## config.mk

```make
export PLATFORM = sky130hd
export DESIGN_NAME = freq_sweep_ctrl
export DESIGN_NICKNAME = d
export VERILOG_FILES = /design/src/rtl/freqgen_pkg.sv /design/src/rtl/sweep_timer.sv /design/src/rtl/freq_sweep_ctrl.sv
export SDC_FILE = /design/constraint.sdc
export NUM_CORES = 1
export LEC_CHECK = 0
export ABC_AREA = 1
export CAP_MARGIN = 20
export CELL_PAD_IN_SITES_DETAIL_PLACEMENT = 1
export CELL_PAD_IN_SITES_GLOBAL_PLACEMENT = 2
export CORE_MARGIN = 8
export CORE_UTILIZATION = 37
export CTS_BUF_LIST = sky130_fd_sc_hd__clkbuf_8
export DETAILED_ROUTE_END_ITERATION = 7
export DONT_BUFFER_PORTS = 1
export GPL_TIMING_DRIVEN = 0
export PLACE_DENSITY_LB_ADDON = 0.12
export SYNTH_ARGS = -nofsm -noshare
export SYNTH_HDL_FRONTEND = slang
export SYNTH_HIERARCHICAL = 1
export SYNTH_SLANG_ARGS = --single-unit
```

## constraint.sdc

```tcl
create_clock -name clk -period 3.7 [get_ports clk]
set_input_delay 0.74 -clock clk [delete_from_list [all_inputs] [get_ports clk]]
set_output_delay 0.74 -clock clk [all_outputs]
set_load 0.02 [all_outputs]
```

## src/rtl/freqgen_pkg.sv

```systemverilog
// Shared definitions for the frequency-sweep sequencer.
//   - default widths and timeout
//   - sweep FSM state encoding, plus a decode of which states count as "active"
package freqgen_pkg;

    localparam int MD_W_DEF        = 8;
    localparam int DWELL_W_DEF     = 32;
    localparam int TIMEOUT_CYC_DEF = 1000000;

    typedef enum logic [2:0] {
        S_IDLE      = 3'd0,
        S_PROG      = 3'd1,
        S_WAIT_BUSY = 3'd2,
        S_WAIT_LOCK = 3'd3,
        S_DWELL     = 3'd4,
        S_STEP      = 3'd5,
        S_DONE      = 3'd6,
        S_ERR       = 3'd7
    } sweep_state_t;

    function automatic logic state_is_active(input sweep_state_t s);
        return !(s == S_IDLE || s == S_DONE || s == S_ERR);
    endfunction

endpackage

```

## src/rtl/sweep_timer.sv

```systemverilog
// Loadable down-counter with terminal-count flag.
// Ports:
//   clk, reset_n   clock, async active-low reset
//   i_load         load i_load_val (has priority over counting)
//   i_load_val     value to load
//   i_en           decrement by one while nonzero
//   o_tc           high while the count equals 1 (last counting cycle)
module sweep_timer #(
    parameter int W = 32
) (
    input  logic         clk,
    input  logic         reset_n,
    input  logic         i_load,
    input  logic [W-1:0] i_load_val,
    input  logic         i_en,
    output logic         o_tc
);

    logic [W-1:0] r_cnt;

    always_ff @(posedge clk or negedge reset_n) begin
        if (!reset_n) begin
            r_cnt <= '0;
        end else if (i_load) begin
            r_cnt <= i_load_val;
        end else if (i_en && (r_cnt != '0)) begin
            r_cnt <= r_cnt - W'(1);
        end
    end

    assign o_tc = (r_cnt == W'(1));

endmodule

```

## src/rtl/freq_sweep_ctrl.sv

```systemverilog
// Stepped multiplier sweep sequencer for the DCM_CLKGEN SPI programmer.
// Each point: issue GO with M/D, wait for BUSY to rise and fall, wait for
// LOCKED, hold for the dwell time, then step M toward m_end.
// Optional macro FREQ_SWEEP_LOOP_EN: restart from m_start after each pass
// instead of stopping in DONE.
// Ports:
//   clk, reset_n                     clock, async active-low reset
//   start / abort                    start pulse / level abort (abort wins)
//   m_start, m_end, m_step, d_val    sweep parameters, latched on start
//   dwell                            hold cycles per point (0 acts as 1)
//   busy, lckd                       dcmspi BUSY, DCM LOCKED
//   multiplier, divider, go          programming interface to dcmspi
//   active, done, err, cur_m         status
//   dbg_state                        current FSM state
//
// go/done are one-cycle pulses; multiplier/divider only change in PROG and
// are therefore stable from the go cycle until the next point.
module freq_sweep_ctrl
    import freqgen_pkg::*;
#(
    parameter int MD_W        = MD_W_DEF,
    parameter int DWELL_W     = DWELL_W_DEF,
    parameter int TIMEOUT_CYC = TIMEOUT_CYC_DEF
) (
    input  logic               clk,
    input  logic               reset_n,
    input  logic               start,
    input  logic               abort,
    input  logic [MD_W-1:0]    m_start,
    input  logic [MD_W-1:0]    m_end,
    input  logic [MD_W-1:0]    m_step,
    input  logic [MD_W-1:0]    d_val,
    input  logic [DWELL_W-1:0] dwell,
    input  logic               busy,
    input  logic               lckd,
    output logic [MD_W-1:0]    multiplier,
    output logic [MD_W-1:0]    divider,
    output logic               go,
    output logic               active,
    output logic               done,
    output logic               err,
    output logic [MD_W-1:0]    cur_m,
    output sweep_state_t       dbg_state
);

    localparam int TO_W = $clog2(TIMEOUT_CYC + 1);

    sweep_state_t       r_state;
    logic [MD_W-1:0]    r_m_start, r_m_end, r_m_step, r_d_val, r_cur_m;
    logic [MD_W-1:0]    r_multiplier, r_divider;
    logic [DWELL_W-1:0] r_dwell;
    logic               r_go, r_done, r_err, r_seen_busy, r_lckd;

    logic               w_to_load, w_to_en, w_to_tc;
    logic               w_dw_load, w_dw_en, w_dw_tc;
    logic [DWELL_W-1:0] w_dw_val;
    logic [MD_W:0]      w_sum, w_diff;
    logic [MD_W-1:0]    w_next_m;
    logic               w_dir_up, w_last;

    // Timeout spans both wait states, counted from the go cycle.
    assign w_to_load = (r_state == S_PROG);
    assign w_to_en   = (r_state == S_WAIT_BUSY) || (r_state == S_WAIT_LOCK);
    assign w_dw_load = (r_state == S_WAIT_LOCK) && r_lckd;
    assign w_dw_en   = (r_state == S_DWELL);
    assign w_dw_val  = (r_dwell == '0) ? DWELL_W'(1) : r_dwell;

    sweep_timer #(.W(TO_W)) u_timeout (
        .clk        (clk),
        .reset_n    (reset_n),
        .i_load     (w_to_load),
        .i_load_val (TO_W'(TIMEOUT_CYC)),
        .i_en       (w_to_en),
        .o_tc       (w_to_tc)
    );

    sweep_timer #(.W(DWELL_W)) u_dwell (
        .clk        (clk),
        .reset_n    (reset_n),
        .i_load     (w_dw_load),
        .i_load_val (w_dw_val),
        .i_en       (w_dw_en),
        .o_tc       (w_dw_tc)
    );

    // Next M: one extra bit catches wrap; any result at or past m_end clamps.
    always_comb begin
        w_dir_up = (r_m_end > r_m_start);
        w_sum    = {1'b0, r_cur_m} + {1'b0, r_m_step};
        w_diff   = {1'b0, r_cur_m} - {1'b0, r_m_step};
        w_next_m = r_m_end;
        if (w_dir_up) begin
            if (!w_sum[MD_W] && (w_sum[MD_W-1:0] < r_m_end))
                w_next_m = w_sum[MD_W-1:0];
        end else begin
            if (!w_diff[MD_W] && (w_diff[MD_W-1:0] > r_m_end))
                w_next_m = w_diff[MD_W-1:0];
        end
        w_last = (r_cur_m == r_m_end) || (r_m_step == '0);
    end

    always_ff @(posedge clk or negedge reset_n) begin
        if (!reset_n) begin
            r_state      <= S_IDLE;
            r_m_start    <= '0;
            r_m_end      <= '0;
            r_m_step     <= '0;
            r_d_val      <= '0;
            r_dwell      <= '0;
            r_cur_m      <= '0;
            r_multiplier <= '0;
            r_divider    <= '0;
            r_go         <= 1'b0;
            r_done       <= 1'b0;
            r_err        <= 1'b0;
            r_seen_busy  <= 1'b0;
            r_lckd       <= 1'b0;
        end else begin
            r_go   <= 1'b0;
            r_done <= 1'b0;
            r_lckd <= lckd;
            if (abort) begin
                r_state <= S_IDLE;
            end else begin
                case (r_state)
                    S_IDLE, S_DONE, S_ERR: begin
                        if (start) begin
                            r_m_start <= m_start;
                            r_m_end   <= m_end;
                            r_m_step  <= m_step;
                            r_d_val   <= d_val;
                            r_dwell   <= dwell;
                            r_cur_m   <= m_start;
                            r_err     <= 1'b0;
                            r_state   <= S_PROG;
                        end
                    end
                    S_PROG: begin
                        r_multiplier <= r_cur_m;
                        r_divider    <= r_d_val;
                        r_go         <= 1'b1;
                        r_seen_busy  <= 1'b0;
                        r_state      <= S_WAIT_BUSY;
                    end
                    S_WAIT_BUSY: begin
                        if (w_to_tc) begin
                            r_err   <= 1'b1;
                            r_state <= S_ERR;
                        end else begin
                            if (busy) r_seen_busy <= 1'b1;
                            // Lock is only looked at after a full BUSY cycle,
                            // so a stale LOCKED from the previous point is ignored.
                            if (r_seen_busy && !busy) r_state <= S_WAIT_LOCK;
                        end
                    end
                    S_WAIT_LOCK: begin
                        if (w_to_tc) begin
                            r_err   <= 1'b1;
                            r_state <= S_ERR;
                        end else if (r_lckd) begin
                            r_state <= S_DWELL;
                        end
                    end
                    S_DWELL: begin
                        if (w_dw_tc) r_state <= S_STEP;
                    end
                    S_STEP: begin
                        if (w_last) begin
                            r_done <= 1'b1;
`ifdef FREQ_SWEEP_LOOP_EN
                            r_cur_m <= r_m_start;
                            r_state <= S_PROG;
`else
                            r_state <= S_DONE;
`endif
                        end else begin
                            r_cur_m <= w_next_m;
                            r_state <= S_PROG;
                        end
                    end
                    default: r_state <= S_IDLE;
                endcase
            end
        end
    end

    assign multiplier = r_multiplier;
    assign divider    = r_divider;
    assign go         = r_go;
    assign done       = r_done;
    assign err        = r_err;
    assign cur_m      = r_cur_m;
    assign active     = state_is_active(r_state);
    assign dbg_state  = r_state;

endmodule

```

==> results_dict.tcl <==
set metrics [dict create \
    leakage_nw 5.69 \
    fin_hold_ws_ns -0.0588 \
    maxSlewHeadroom_pct 51.2 \
    synth_top_family_by_area "simple AND/OR/NAND/NOR gates" \
    fin_crit_sh_pct 89.0 \
    final_hold_viol_count 148 \
    setup_violations 0 \
    ant_nets 0 \
    synth_adder_area_share_pct 5.91 \
    drt_wl_total_mm 32.4 \
    first_pass_iters 4 \
    path_common_cell "nand2_1" \
    antenna_found_initial 0 \
    die-area_um2 32500 \
    ir_worst_vdd_uv 378 \
    reg2reg_depth 19 \
    overflow 0 \
    p_clk_share_pct 12.0 \
    worstSkewPairLatency_ns 0.48 \
    cts_buffer_depth 2 \
    fin_tns_setup_ns 0 \
    min_path_type "input pin to asynchronous set/reset pin" \
    path_class "flip-flop to flip-flop" \
    fin_area_um2 10900 \
    track_usage_pct 20.4 \
    fin_skew_ns 0.0200 \
    first_iter_violations 380 \
    netlist_top_cells_area "dfrtp_1 (37%), nand2_1 (22%), nand3_1 (7.2%)" \
    critPathCaptureType "flip-flop" \
    placed_area_um2 10500 \
    yosys.area.top_type_share_pct 37.0 \
    gp_congestion 0.830 \
    cp_max_fo 9 \
    p_switching_mw 6.04 \
    drive_gt1_share_pct 7.49 \
    clk_pin_slew_worst_paths_ns 0.11 \
    antenna_cells 0 \
    syn_inst 1484 \
    wire_per_inst_um 17.2 \
    grt_pass1_wl_mm 53.6 \
    io_buffer_count 0 \
    die_y_um 180 \
    fp-row-count 60 \
    tritoncts "built" \
    slew_viol_final 0 \
    io_pins 101 \
    synth-xor-area-share_pct 1.66 \
    p_sw_share_pct 53.9 \
    violations "hold timing" \
    maxCapViolations 0 \
    cp_data_arrival_time_ns 3.65 \
    fmax_mhz 304 \
    cts-root-buf "clkbuf_8" \
    cp_slowest_cell "dfrtp_1" \
    start_util_pct 37.4 \
    synth.distinct_cells 42 \
    outcome "finished with violations" \
    max_stage_delay_ns 0.66 \
    synth.area.mux_share_pct 0 \
    intPower_mw 5.16 \
    nFillCells 3524 \
    dp_hpwl_mm 25.2 \
    synthesis.area_um2 10000 \
    drc 0 \
    core-area_um2 26700 \
    area_growth_pct 9.06 \
    seqPwrFrac_pct 29.5 \
    post-route-util_pct 40.8 \
    synth_compound_area_share_pct 5.93 \
    tightest_slew_ns 0.733 \
    cts_made_buffers 17 \
    combPwrFrac_pct 58.5 \
    routed_via_density 4.97 \
    clock-sinks 148 \
    ys_ff_latch 148 \
    cp.required_ns 4.06 \
    vias 9319 \
    final_nets 1638 \
    yosysTopAreaCell "dfrtp_1" \
    rsz0062_at_grt "no" \
    period_minus_slack_ns 3.29 \
    ys_seq_area_share_pct 37.0 \
    grt_max_degree 149 \
    synth_area_per_cell_um2 6.74 \
    power_density_nw_per_um2 1030 \
    ys_warn_count 6 \
    htree_levels 4 \
    critPathLaunchType "flip-flop" \
    grt_pass1_vias 9808 \
    crit_chain "ha_1 -> buf_2 -> nor2_1 -> and2_1 -> nand2_1 -> nand2_1 -> nand2_1 -> nand2_1 -> inv_1 -> ha_1 -> a21o_1 -> nor2_1 -> nand2_1 -> nor2_4 -> nand2_1 -> nand3_1 -> nand3_1 -> nand2_1 -> nand2_1" \
    die_w_um 180 \
    synthSimpleGateAreaFrac_pct 39.8 \
]
## worst paths after layout
path	from	end	slack, ns
min in group clk	lckd	r_lckd	0.29
setup / recovery	cur_m[4]	cur_m[0]	0.41
hold reg to reg	r_d_val[4]	r_d_val[4]	0.48
hold / removal	reset_n	r_m_step[6]	-0.06
max in group asynchronous	reset_n	u_dwell/r_cnt[20]	3.53
setup reg to reg	cur_m[4]	cur_m[0]	0.41
## synth_stat cells, drive strengths merged
cell / count
xor2: 10
o21a: 1
nor3b: 1
fa: 2
xnor2: 9
clkbuf: 49
nor4: 11
o21ai: 82
o2111ai: 1
nand4: 33
dfrtp: 148
buf: 22
or2: 8
clkinv: 2
and2: 4
conb: 2
nand2: 589
o21bai: 3
a22o: 1
a21o: 2
nor3: 7
nor2: 126
ha: 44
o211ai: 1
inv: 163
nand3: 146
nand3b: 2
a21oi: 15
## layout by cell type (no fill, tap or decap), types with 8 or more instances in the layout
cell / instances
inv_1: 157
nor2_1: 107
ha_1: 44
dfrtp_1: 146
o21ai_0: 65
o21ai_1: 9
xor2_1: 10
buf_2: 11
xnor2_1: 9
a21oi_1: 14
clkbuf_8: 17
nand2_2: 8
or2_2: 8
nand3_1: 143
nand4_1: 33
conb_1: 20
nor4_1: 11
nor2_2: 13
clkbuf_1: 49
nand2_1: 578
## through the flow
stage	total power, mW	worst slack [ns]	std cells
after detailed placement	9.92	0.125	1843
final	11.2	0.409	1876
after global routing	12.5	0.0514	1876
after floorplan	8.02	0.822	1502
after global placement	9.68	0.237	1843
after CTS	11.3	0.160	1875
## power groups by stage
stage                     Sequential (mW)  Clock [mW]  Combinational (mW)
after floorplan                      3.01           0                5.01
after global placement               3.33           0                6.35
after detailed placement             3.34           0                6.58
after CTS                            3.32        1.39                6.62
after global routing                 3.43        1.44                7.65
final                                3.30        1.34                6.55
## state kept, by name, indices dropped and copies added (netlist names)
register         flops
cur_m                8
dbg_state            3
divider              8
done                 1
err                  1
go                   1
multiplier           8
r_d_val              8
r_dwell             32
r_lckd               1
r_m_end              8
r_m_start            8
r_m_step             8
r_seen_busy          1
u_dwell/r_cnt       32
u_timeout/r_cnt     20
## layer usage
layer	up-vias	wire length, µm	global-route usage, %	share of wire [%]
met5	-	0	0	0
met4	0	389	4.37	1.2
met3	23	1770	5.06	5.5
met2	147	14300	32.0	44
met1	4445	15900	28.0	49
li1	4704	-	-	-
## timing repair
| item | in CTS | in global routing |
|---|---|---|
| endpoints found under the setup margin | 0 | 8 |
| buffers inserted | 0 | 1 |
| gates resized for setup | 0 | 4 |
| endpoints found under the hold margin | 148 | 148 |
## kinds of logic after synthesis
logic type,after synthesis
xor+xnor,19
fa+ha+maj,46
buf+inv,236
compound gates,106
other cells,2
simple gates,927
flops,148
## critical path: cells and delay by family (launching register included)
kind                       cells  cell delay, ns
adders and majority gates      2            0.59
AOI/OAI and AO/OA              1            0.18
DFF                            1            0.66
and+or+nand+nor               14            1.52
buffers and inverters          2            0.22
## area by class of cell
class                           instances  area [µm²]  share of cell area, %
Timing Repair Buffer                    1        7.51                 0.0688
Clock inverter                         15         159                   1.46
Clock buffer                           17         234                   2.15
Multi-Input combinational cell       1118        5410                   49.6
Inverter                              165         619                   5.68
Buffer                                 71         340                   3.12
Sequential cell                       148        3710                   34.0
Tap cell                              341         427                   3.91
Note: power is estimated with default switching activity, not from simulation.
